## config.mk

```make
export PLATFORM = sky130hd
export DESIGN_NAME = burst_line_adaptor_flat
export DESIGN_NICKNAME = d
export VERILOG_FILES = /design/src/rtl/burst_line_adaptor_pkg.sv /design/src/rtl/burst_line_adaptor_if.sv /design/src/rtl/burst_line_adaptor.sv /design/src/flat_wrapper.sv
export SDC_FILE = /design/constraint.sdc
export NUM_CORES = 1
export LEC_CHECK = 0
export CAP_MARGIN = 25
export CELL_PAD_IN_SITES_DETAIL_PLACEMENT = 1
export CELL_PAD_IN_SITES_GLOBAL_PLACEMENT = 1
export CORE_AREA = 4 4 278 280
export CTS_BUF_LIST = sky130_fd_sc_hd__clkbuf_8
export CTS_CLUSTER_DIAMETER = 60
export DETAILED_ROUTE_END_ITERATION = 12
export DIE_AREA = 0 0 282 284
export PLACE_DENSITY_LB_ADDON = 0.1
export SLEW_MARGIN = 20
export SYNTH_ARGS = -nofsm -noshare
export SYNTH_HDL_FRONTEND = slang
export SYNTH_SLANG_ARGS = --single-unit
```

## constraint.sdc

```tcl
create_clock -name clk -period 3.4 [get_ports clk]
set_input_delay 0.34 -clock clk [delete_from_list [all_inputs] [get_ports clk]]
set_output_delay 0.34 -clock clk [all_outputs]
set_load 0.05 [all_outputs]
```

## src/rtl/burst_line_adaptor_pkg.sv

```systemverilog
// burst_line_adaptor_pkg: shared types and default widths for the
// cacheline-to-burst adaptor.
package burst_line_adaptor_pkg;

    localparam int LINE_W  = 256;
    localparam int BURST_W = 64;
    localparam int ADDR_W  = 32;
    localparam int BEATS   = LINE_W / BURST_W;

    typedef enum logic [1:0] {
        IDLE,
        READ,
        WRITE,
        DONE
    } adaptor_state_t;

    typedef logic [$clog2(BEATS)-1:0] beat_idx_t;

endpackage

```

## src/rtl/burst_line_adaptor_if.sv

```systemverilog
// burst_line_adaptor_if: bundles the cache-side line port and the
// memory-side burst port. The adaptor connects through the slave modport;
// the surrounding cache/memory environment drives the master modport.
interface burst_line_adaptor_if
    import burst_line_adaptor_pkg::*;
#(
    parameter int LINE_WIDTH  = LINE_W,
    parameter int BURST_WIDTH = BURST_W,
    parameter int ADDR_WIDTH  = ADDR_W
);

    // cache side
    logic [LINE_WIDTH-1:0]  line_i;
    logic [LINE_WIDTH-1:0]  line_o;
    logic [ADDR_WIDTH-1:0]  address_i;
    logic                   read_i;
    logic                   write_i;
    logic                   resp_o;

    // memory side
    logic [BURST_WIDTH-1:0] burst_i;
    logic [BURST_WIDTH-1:0] burst_o;
    logic [ADDR_WIDTH-1:0]  address_o;
    logic                   read_o;
    logic                   write_o;
    logic                   resp_i;

    modport master (
        output line_i, address_i, read_i, write_i, burst_i, resp_i,
        input  line_o, resp_o, burst_o, address_o, read_o, write_o
    );

    modport slave (
        input  line_i, address_i, read_i, write_i, burst_i, resp_i,
        output line_o, resp_o, burst_o, address_o, read_o, write_o
    );

endinterface

```

## src/rtl/burst_line_adaptor.sv

```systemverilog
// burst_line_adaptor: turns one cacheline read/write into a 4-beat burst
// and back, holding exactly one line transaction at a time.
// Optional simulation checks: define BURST_LINE_ADAPTOR_ASSERTS_EN.
//
// state | meaning
// IDLE  | waiting for a cache request; read has priority over write
// READ  | read_o high, capturing one burst_i beat per resp_i
// WRITE | write_o high, presenting buffer beat[cnt] on burst_o
// DONE  | one-cycle resp_o pulse, line_o valid; requests ignored
module burst_line_adaptor
    import burst_line_adaptor_pkg::*;
#(
    parameter int LINE_WIDTH  = LINE_W,
    parameter int BURST_WIDTH = BURST_W,
    parameter int ADDR_WIDTH  = ADDR_W
)(
    input  logic clk,
    input  logic rst,
    burst_line_adaptor_if.slave bus
);

    localparam int        NBEATS    = LINE_WIDTH / BURST_WIDTH;
    localparam int        OFF_W     = $clog2(LINE_WIDTH / 8);
    localparam beat_idx_t LAST_BEAT = beat_idx_t'(NBEATS - 1);
    // Clears the byte-within-line bits so memory always sees a line-aligned address.
    localparam logic [ADDR_WIDTH-1:0] LINE_MASK =
        {{(ADDR_WIDTH - OFF_W){1'b1}}, {OFF_W{1'b0}}};

    adaptor_state_t          state;
    beat_idx_t               cnt;
    logic [LINE_WIDTH-1:0]   buffer;
    logic [ADDR_WIDTH-1:0]   addr_q;
    logic                    read_q;
    logic                    write_q;
    logic                    resp_q;

    // Transaction FSM: state, beat counter, line buffer and all strobes.
    always_ff @(posedge clk) begin
        if (rst) begin
            state   <= IDLE;
            cnt     <= '0;
            buffer  <= '0;
            addr_q  <= '0;
            read_q  <= 1'b0;
            write_q <= 1'b0;
            resp_q  <= 1'b0;
        end else begin
            resp_q <= 1'b0;
            case (state)
                IDLE: begin
                    if (bus.read_i) begin
                        addr_q <= bus.address_i & LINE_MASK;
                        cnt    <= '0;
                        read_q <= 1'b1;
                        state  <= READ;
                    end else if (bus.write_i) begin
                        addr_q  <= bus.address_i & LINE_MASK;
                        buffer  <= bus.line_i;
                        cnt     <= '0;
                        write_q <= 1'b1;
                        state   <= WRITE;
                    end
                end
                READ: begin
                    if (bus.resp_i) begin
                        buffer[int'(cnt) * BURST_WIDTH +: BURST_WIDTH] <= bus.burst_i;
                        cnt <= cnt + 1'b1;
                        if (cnt == LAST_BEAT) begin
                            read_q <= 1'b0;
                            resp_q <= 1'b1;
                            state  <= DONE;
                        end
                    end
                end
                WRITE: begin
                    if (bus.resp_i) begin
                        cnt <= cnt + 1'b1;
                        if (cnt == LAST_BEAT) begin
                            write_q <= 1'b0;
                            resp_q  <= 1'b1;
                            state   <= DONE;
                        end
                    end
                end
                DONE: begin
                    state <= IDLE;
                end
                default: begin
                    state <= IDLE;
                end
            endcase
        end
    end

    assign bus.address_o = addr_q;
    assign bus.read_o    = read_q;
    assign bus.write_o   = write_q;
    assign bus.resp_o    = resp_q;
    assign bus.line_o    = buffer;
    // Write beat is a pure decode of registered buffer and counter.
    assign bus.burst_o   = buffer[int'(cnt) * BURST_WIDTH +: BURST_WIDTH];

`ifdef BURST_LINE_ADAPTOR_ASSERTS_EN
    a_both_req: assert property (@(posedge clk) disable iff (rst)
        (state == IDLE) |-> !(bus.read_i && bus.write_i))
        else $error("burst_line_adaptor: read_i and write_i both high in IDLE");

    a_resp_idle: assert property (@(posedge clk) disable iff (rst)
        (state == IDLE) |-> !bus.resp_i)
        else $error("burst_line_adaptor: resp_i high in IDLE");

    a_addr_stable: assert property (@(posedge clk) disable iff (rst)
        $changed(addr_q) |-> ($past(rst) || $past(state) == IDLE))
        else $error("burst_line_adaptor: address_o changed outside request accept");

    a_resp_pulse: assert property (@(posedge clk) disable iff (rst)
        resp_q |=> !resp_q)
        else $error("burst_line_adaptor: resp_o high for consecutive cycles");

    a_cnt_ovf: assert property (@(posedge clk) disable iff (rst)
        ((state == READ || state == WRITE) && bus.resp_i && cnt == LAST_BEAT)
        |=> (state == DONE))
        else $error("burst_line_adaptor: beat counter overflow");
`endif

endmodule

```

## src/flat_wrapper.sv

```systemverilog
// flat-port wrapper written by rule: the top's interface ports become plain ports
module burst_line_adaptor_flat import burst_line_adaptor_pkg::*;
#(
    parameter int LINE_WIDTH  = LINE_W,
    parameter int BURST_WIDTH = BURST_W,
    parameter int ADDR_WIDTH  = ADDR_W
)
  (clk, rst, bus_line_i, bus_address_i, bus_read_i, bus_write_i, bus_burst_i, bus_resp_i, bus_line_o, bus_resp_o, bus_burst_o, bus_address_o, bus_read_o, bus_write_o);
  burst_line_adaptor_if #(.LINE_WIDTH(LINE_WIDTH), .BURST_WIDTH(BURST_WIDTH), .ADDR_WIDTH(ADDR_WIDTH)) bus_i ();
  input  logic clk;
  input  logic rst;
  input wire logic [$bits(bus_i.line_i)-1:0] bus_line_i;
  input wire logic [$bits(bus_i.address_i)-1:0] bus_address_i;
  input wire logic [$bits(bus_i.read_i)-1:0] bus_read_i;
  input wire logic [$bits(bus_i.write_i)-1:0] bus_write_i;
  input wire logic [$bits(bus_i.burst_i)-1:0] bus_burst_i;
  input wire logic [$bits(bus_i.resp_i)-1:0] bus_resp_i;
  output wire logic [$bits(bus_i.line_o)-1:0] bus_line_o;
  output wire logic [$bits(bus_i.resp_o)-1:0] bus_resp_o;
  output wire logic [$bits(bus_i.burst_o)-1:0] bus_burst_o;
  output wire logic [$bits(bus_i.address_o)-1:0] bus_address_o;
  output wire logic [$bits(bus_i.read_o)-1:0] bus_read_o;
  output wire logic [$bits(bus_i.write_o)-1:0] bus_write_o;
  assign bus_i.line_i = bus_line_i;
  assign bus_i.address_i = bus_address_i;
  assign bus_i.read_i = bus_read_i;
  assign bus_i.write_i = bus_write_i;
  assign bus_i.burst_i = bus_burst_i;
  assign bus_i.resp_i = bus_resp_i;
  assign bus_line_o = bus_i.line_o;
  assign bus_resp_o = bus_i.resp_o;
  assign bus_burst_o = bus_i.burst_o;
  assign bus_address_o = bus_i.address_o;
  assign bus_read_o = bus_i.read_o;
  assign bus_write_o = bus_i.write_o;
  burst_line_adaptor #(.LINE_WIDTH(LINE_WIDTH), .BURST_WIDTH(BURST_WIDTH), .ADDR_WIDTH(ADDR_WIDTH)) u_core (.clk(clk), .rst(rst), .bus(bus_i));
endmodule
```

== Yosys cells after proc, flatten, opt, wreduce, memory -nomap -nowiden ==
Cells that the tools add are included.

* Bitwise logic cells: 2
* $add $sub $neg: 2
* Muxes and demuxes: 24
* Eq/ne operators: 14
* Shift-type cells: 3
* Reduce and logical (&&, ||, !) cells: 13

{| class="wikitable"
|+ Operator list
! operator !! count
|-
| 256-bit two-way mux || 3
|-
| 256-bit case mux with 2 select lines || 1
|-
| 256-bit bitwise mux || 1
|-
| 64-bit by 33-bit variable shift with 256-bit output (first input constant) || 1
|-
| 256-bit by 9-bit variable part select with 64-bit output || 1
|-
| 64-bit by 33-bit variable part select with 256-bit output || 1
|-
| 32-bit two-way mux || 2
|-
| 8-bit negation with 33-bit output || 1
|-
| 2-bit two-way mux || 7
|-
| 2-bit inequality test (second input constant) || 5
|-
| 2-bit by 1-bit inequality test with 1-bit output (second input constant) || 4
|-
| 4-bit AND reduction || 2
|-
| 2-bit nonzero test || 4
|-
| 2-bit == test (second input constant) || 3
|-
| 1-bit two-way mux || 6
|-
| 2-bit case mux with 3 select lines || 1
|-
| 3-bit AND reduction || 2
|-
| 5-bit AND reduction || 1
|-
| 1-bit case mux with 2 select lines || 2
|-
| 2-bit case mux with 2 select lines || 1
|-
| 3-bit inequality test (second input constant) || 1
|-
| 3-bit OR reduction || 1
|-
| 2-bit by 1-bit adder with 2-bit output (second input constant) || 1
|-
| 2-bit by 1-bit == test with 1-bit output (second input constant) || 1
|-
| 4 further kinds || 5
|}

* Logic and storage cells: 65
* Output and inout port bits: 355
* Bits of input ports: 357
* Flip-flop bits (word level): 295

== Longest topological paths before layout ==
* Depth after elaboration: 5
* Gate-level depth with buffers: 10
* Depth with buffers taken out: 6

== Least setup slack after synthesis ==
No wires, ideal clock.

* Path kind: reg2reg
* From: register u_core.cnt[0]
* To: register u_core.buffer[100], in the netlist u_core.bus.line_o[100]
* Path slack: 1.168 ns
* Library setup time: 0.089 ns
* Arrival time: 2.143 ns
* Buffers on the path: 4
* Cell stages (with the launch flop): 11
* Path through: dfxtp_1 > buf_2 > buf_2 > inv_1 > ha_1 > nor2b_1 > and4_1 > buf_2 > buf_2 > nand2_1 > a311oi_2

* Cells in the longest elaborated chain, start to end: 5

{| class="wikitable"
|+ Ends and longest elaborated chain
! what !! line !! text
|-
| start, declared || burst_line_adaptor.sv:30 || <nowiki>beat_idx_t cnt;</nowiki>
|-
| start signal, assigned || burst_line_adaptor.sv:67 || <nowiki>cnt <= cnt + 1'b1;</nowiki>
|-
| start signal, assigned || burst_line_adaptor.sv:77 || <nowiki>cnt <= cnt + 1'b1;</nowiki>
|-
| 8-bit negation with 33-bit output (*) || burst_line_adaptor.sv:66 || <nowiki>buffer[int'(cnt) * BURST_WIDTH +: BURST_WIDTH] <= bus.burst_i;</nowiki>
|-
| 64-bit by 33-bit variable part select with 256-bit output or 64-bit by 33-bit variable shift with 256-bit output (tied branches) || burst_line_adaptor.sv:66 ||
|-
| 256-bit bitwise mux (*) || burst_line_adaptor.sv:66 ||
|-
| 256-bit two-way mux (*) || burst_line_adaptor.sv:65 || <nowiki>if (bus.resp_i) begin</nowiki>
|-
| 256-bit case mux with 2 select lines (*) || burst_line_adaptor.sv:49 || <nowiki>case (state)</nowiki>
|-
| end signal, assigned || burst_line_adaptor.sv:58 || <nowiki>buffer <= bus.line_i;</nowiki>
|-
| end signal, assigned by index || burst_line_adaptor.sv:66 ||
|-
| end, declared || burst_line_adaptor.sv:31 || <nowiki>logic [LINE_WIDTH-1:0] buffer;</nowiki>
|}

Every way passes the cells marked *; elsewhere a longest branch is shown, timed or not. The select of a mux whose other input is x is not followed.
A chain may end at the register's enable or synchronous reset.

== Worst setup path in the final report ==
* From: register u_core.cnt[1]
* To: output bus_burst_o[5]

* Cells in the longest elaborated chain, start to end: 1

{| class="wikitable"
|+ Ends and longest elaborated chain
! what !! line !! text
|-
| 256-bit by 9-bit variable part select with 64-bit output || burst_line_adaptor.sv:101 || <nowiki>assign bus.burst_o = buffer[int'(cnt) * BURST_WIDTH +: BURST_WIDTH];</nowiki>
|-
| end, declared || flat_wrapper.sv:20 || <nowiki>output wire logic [$bits(bus_i.burst_o)-1:0] bus_burst_o;</nowiki>
|}

No other way between the ends.

==> summary.txt <==
CP peak stage delay - 0.87 ns
Area share of and/or/nand/nor cells after synthesis - 20.3%
Final Critical Period - 3.26 ns
Mapped cell area - 15,300 sq um
TritonCTS clock tree - yes
Synth Area in Compound Gates - 24.3%
CP required - 3.06 ns
Hold buffers post-CTS - 0
Fill cells - 8,442
Cell accounting for the most synthesized area - dfxtp_1
Final hold violations - 0
Cell count after synthesis - 1,628
Ports - 712
Synth top area cells - dfxtp_1 38%, a311oi_2 17%, nand2_1 11%, mux4_2 9.5%, nor2_1 6.4%
Final Wtd Congestion - 0.823
Crit Path Max Fanout - 27
Cts repair resizes - 2
Num Clock Sinks - 290
Std-Cell Rows - 100
Slowest CP cell - clkdlybuf4s50_1
H-tree depth - 2
Max clock buf depth - 3
DP Wirelength - 61.8 mm
Footprint of the multi-input gates - 8440 sq um
Global-route wire length before repair - 123 mm
Die height - 284 um
RSZ-0062 raised after global routing - no
Commonest non-fill, non-tap cell in the layout - clkdlybuf4s50_1
Die area - 80,100 sq um
Share of the yosys chip area belonging to registers - 38.1%
Most frequent cells in the layout - 685 x clkdlybuf4s50_1, 447 x nand2_1, 288 x dfxtp_1, 262 x nor2_1, 168 x a311oi_2
PortBufs - 701
Outcome - completed
Post-synth EDFFs - 0
TNS Setup - 0 ns
Root Driver - clkbuf_8
Predominant post-synthesis flop cell - dfxtp_1
Largest net degree at the start of global routing - 99
Worst-path cell chain - buf_4 > mux4_2 > clkdlybuf4s50_1
Slew Viols, Final - 0
Ys async rst share - 0%
Drt pass-1 iters - 5
Worst slack at placement - 0.721 ns
Share of cells above drive strength 1 - 16.8%
Total setup buffers inserted after CTS - 0
DRT iter0 DRCs - 684
Relative slew slack - 53.3%
WP data arrival - 2.92 ns
Static leakage - 0.00843 uW
Clk slew on worst S/H paths - 0.06 ns
Num CTS Buffers - 60
Netlist cell types - 38
YS warnings - 0
Worst Hold Class - in -> reg
Global route overflow - 0
PnR worst setup slack - 0.142 ns
WL/cell - 26.2 um
Type of the worst setup path - reg -> out
Synthesis-to-finish area growth - 59.2%
Synth top area share - 38.1%
WP buf/inv - 2
Register area - 5810 sq um
Final wirelength - 86.2 mm
Post-synthesis xor/xnor area fraction - 0%
Core region area - 74,400 sq um
Final period util - 95.8%
Tot Pwr - 25,100 uW
Post-route ant nets - 0
Adder-cell area share of the yosys netlist - 0.656%
Residual DRC - 0
Skew final - 0.0261 ns
Pwr Density - 1040 nW/um^2
All-Layer GR Usage - 20.7%
Fmax - 0.307 GHz
Number of synthesized register bits - 290
Crit. End Element - output port
Starting Density - 20.5%
Via count - 15,700
Mux cell area share after synthesis - 9.72%
Nets - 2,626
Vias in the first global route - 16,900
Antenna violations before repair - 33
Worst VDD drop - 485 uV
Clock latency at the later pin of the worst-skew pair - 0.65 ns
Largest family of logic cells by synthesized area - compound AO/OA/AOI/OAI gates
Slew @ Worst Pin - 0.699 ns
Max-cap violation count - 0
Die Width - 282 um
Delay-heaviest family, CP - buffers and inverters
Final setup violation count - 0
Vias/cell - 4.78
Mean area per synthesized cell - 9.37 sq um
Startpoint types - flip-flop
cells in the mapped netlist, drive strengths merged (2+ instances only):
master / n
a21oi: 30
a22oi: 5
o211ai: 2
o21ai: 2
ha: 8
dfxtp: 290
a311oi: 192
a211oi: 2
nand2: 447
nor2: 262
a221oi: 64
nor2b: 6
inv: 4
mux2i: 3
mux4: 64
buf: 108
clkbuf: 63
nor3: 64
per-layer routing:
layer  vias to the layer above  track usage (%)  share of wire, %
met5                         -                0              0.12
met4                        16             7.27               2.8
met3                       136             6.35               7.0
met2                       487             36.1                51
met1                      7919             23.9                40
li1                       7171                -                 -
registers in the layout, summed over array words and instances, names as in the netlist:
| register | count |
|---|---|
| u_core.bus.address_o | 27 |
| u_core.bus.line_o | 256 |
| u_core.bus.read_o | 1 |
| u_core.bus.resp_o | 1 |
| u_core.bus.write_o | 1 |
| u_core.cnt | 2 |
| u_core.state | 2 |
final cells by class:
| class | instances | share of cell area (%) |
|---|---|---|
| multi-input cells | 1166 | 34.7 |
| flip-flops and latches | 290 | 23.9 |
| repair buffers | 738 | 31.4 |
| clock buffers | 72 | 4.08 |
| diodes | 23 | 0.237 |
| well taps | 969 | 4.99 |
| inverters | 5 | 0.108 |
| clock inverters | 28 | 0.484 |
logic make-up (layout without fill, tap and decap cells):
logic type | after synthesis | count (layout)
adders and majority gates | 8 | 8
DFF | 290 | 290
other | 1 | 28
muxes | 68 | 68
and+or+nand+nor | 787 | 787
buffers and inverters | 176 | 843
AOI/OAI and AO/OA | 298 | 298
worst reg2reg max path: stages, from the launching register on:
cell and delay [ns]:
dfxtp_1 0.32, inv_1 0.08, ha_1 0.59, nand2b_2 0.25
a22oi_2 0.32, buf_12 0.47, nor2_1 0.29, a311oi_2 0.27
power by group:
| group | internal, uW | switching [uW] |
|---|---|---|
| registers | 4710 | 1270 |
| logic | 5240 | 10400 |
| clock network | 1880 | 1690 |
| total | 11800 | 13300 |
final timing paths:
path,to,start,slack [ns],cells after the start
min,u_core.bus.address_o[10]$_SDFFE_PP0P_,bus_address_i[10],0.23,3
max reg2reg,u_core.bus.line_o[101]$_SDFFE_PP0P_,u_core.state[1]$_SDFFE_PP0P_,0.71,7
max,bus_burst_o[5],u_core.cnt[1]$_SDFFE_PP0P_,0.14,3
min reg2reg,u_core.bus.address_o[5]$_SDFFE_PP0P_,u_core.bus.address_o[5]$_SDFFE_PP0P_,0.45,2
through the flow:
stage | cells | cell area [sq um] | hold slack, ns | util, %
after floorplan | 1632 | 15300 | 0.476 | -
after global placement | 3168 | 23100 | 0.445 | 31.0
after detailed placement | 3168 | 23100 | 0.450 | 31.0
after CTS | 3268 | 24200 | 0.148 | 32.5
after global routing | 3284 | 24300 | 0.172 | 32.6
final | 3291 | 24300 | 0.232 | 32.6
Note: power is estimated with default switching activity, not from simulation.
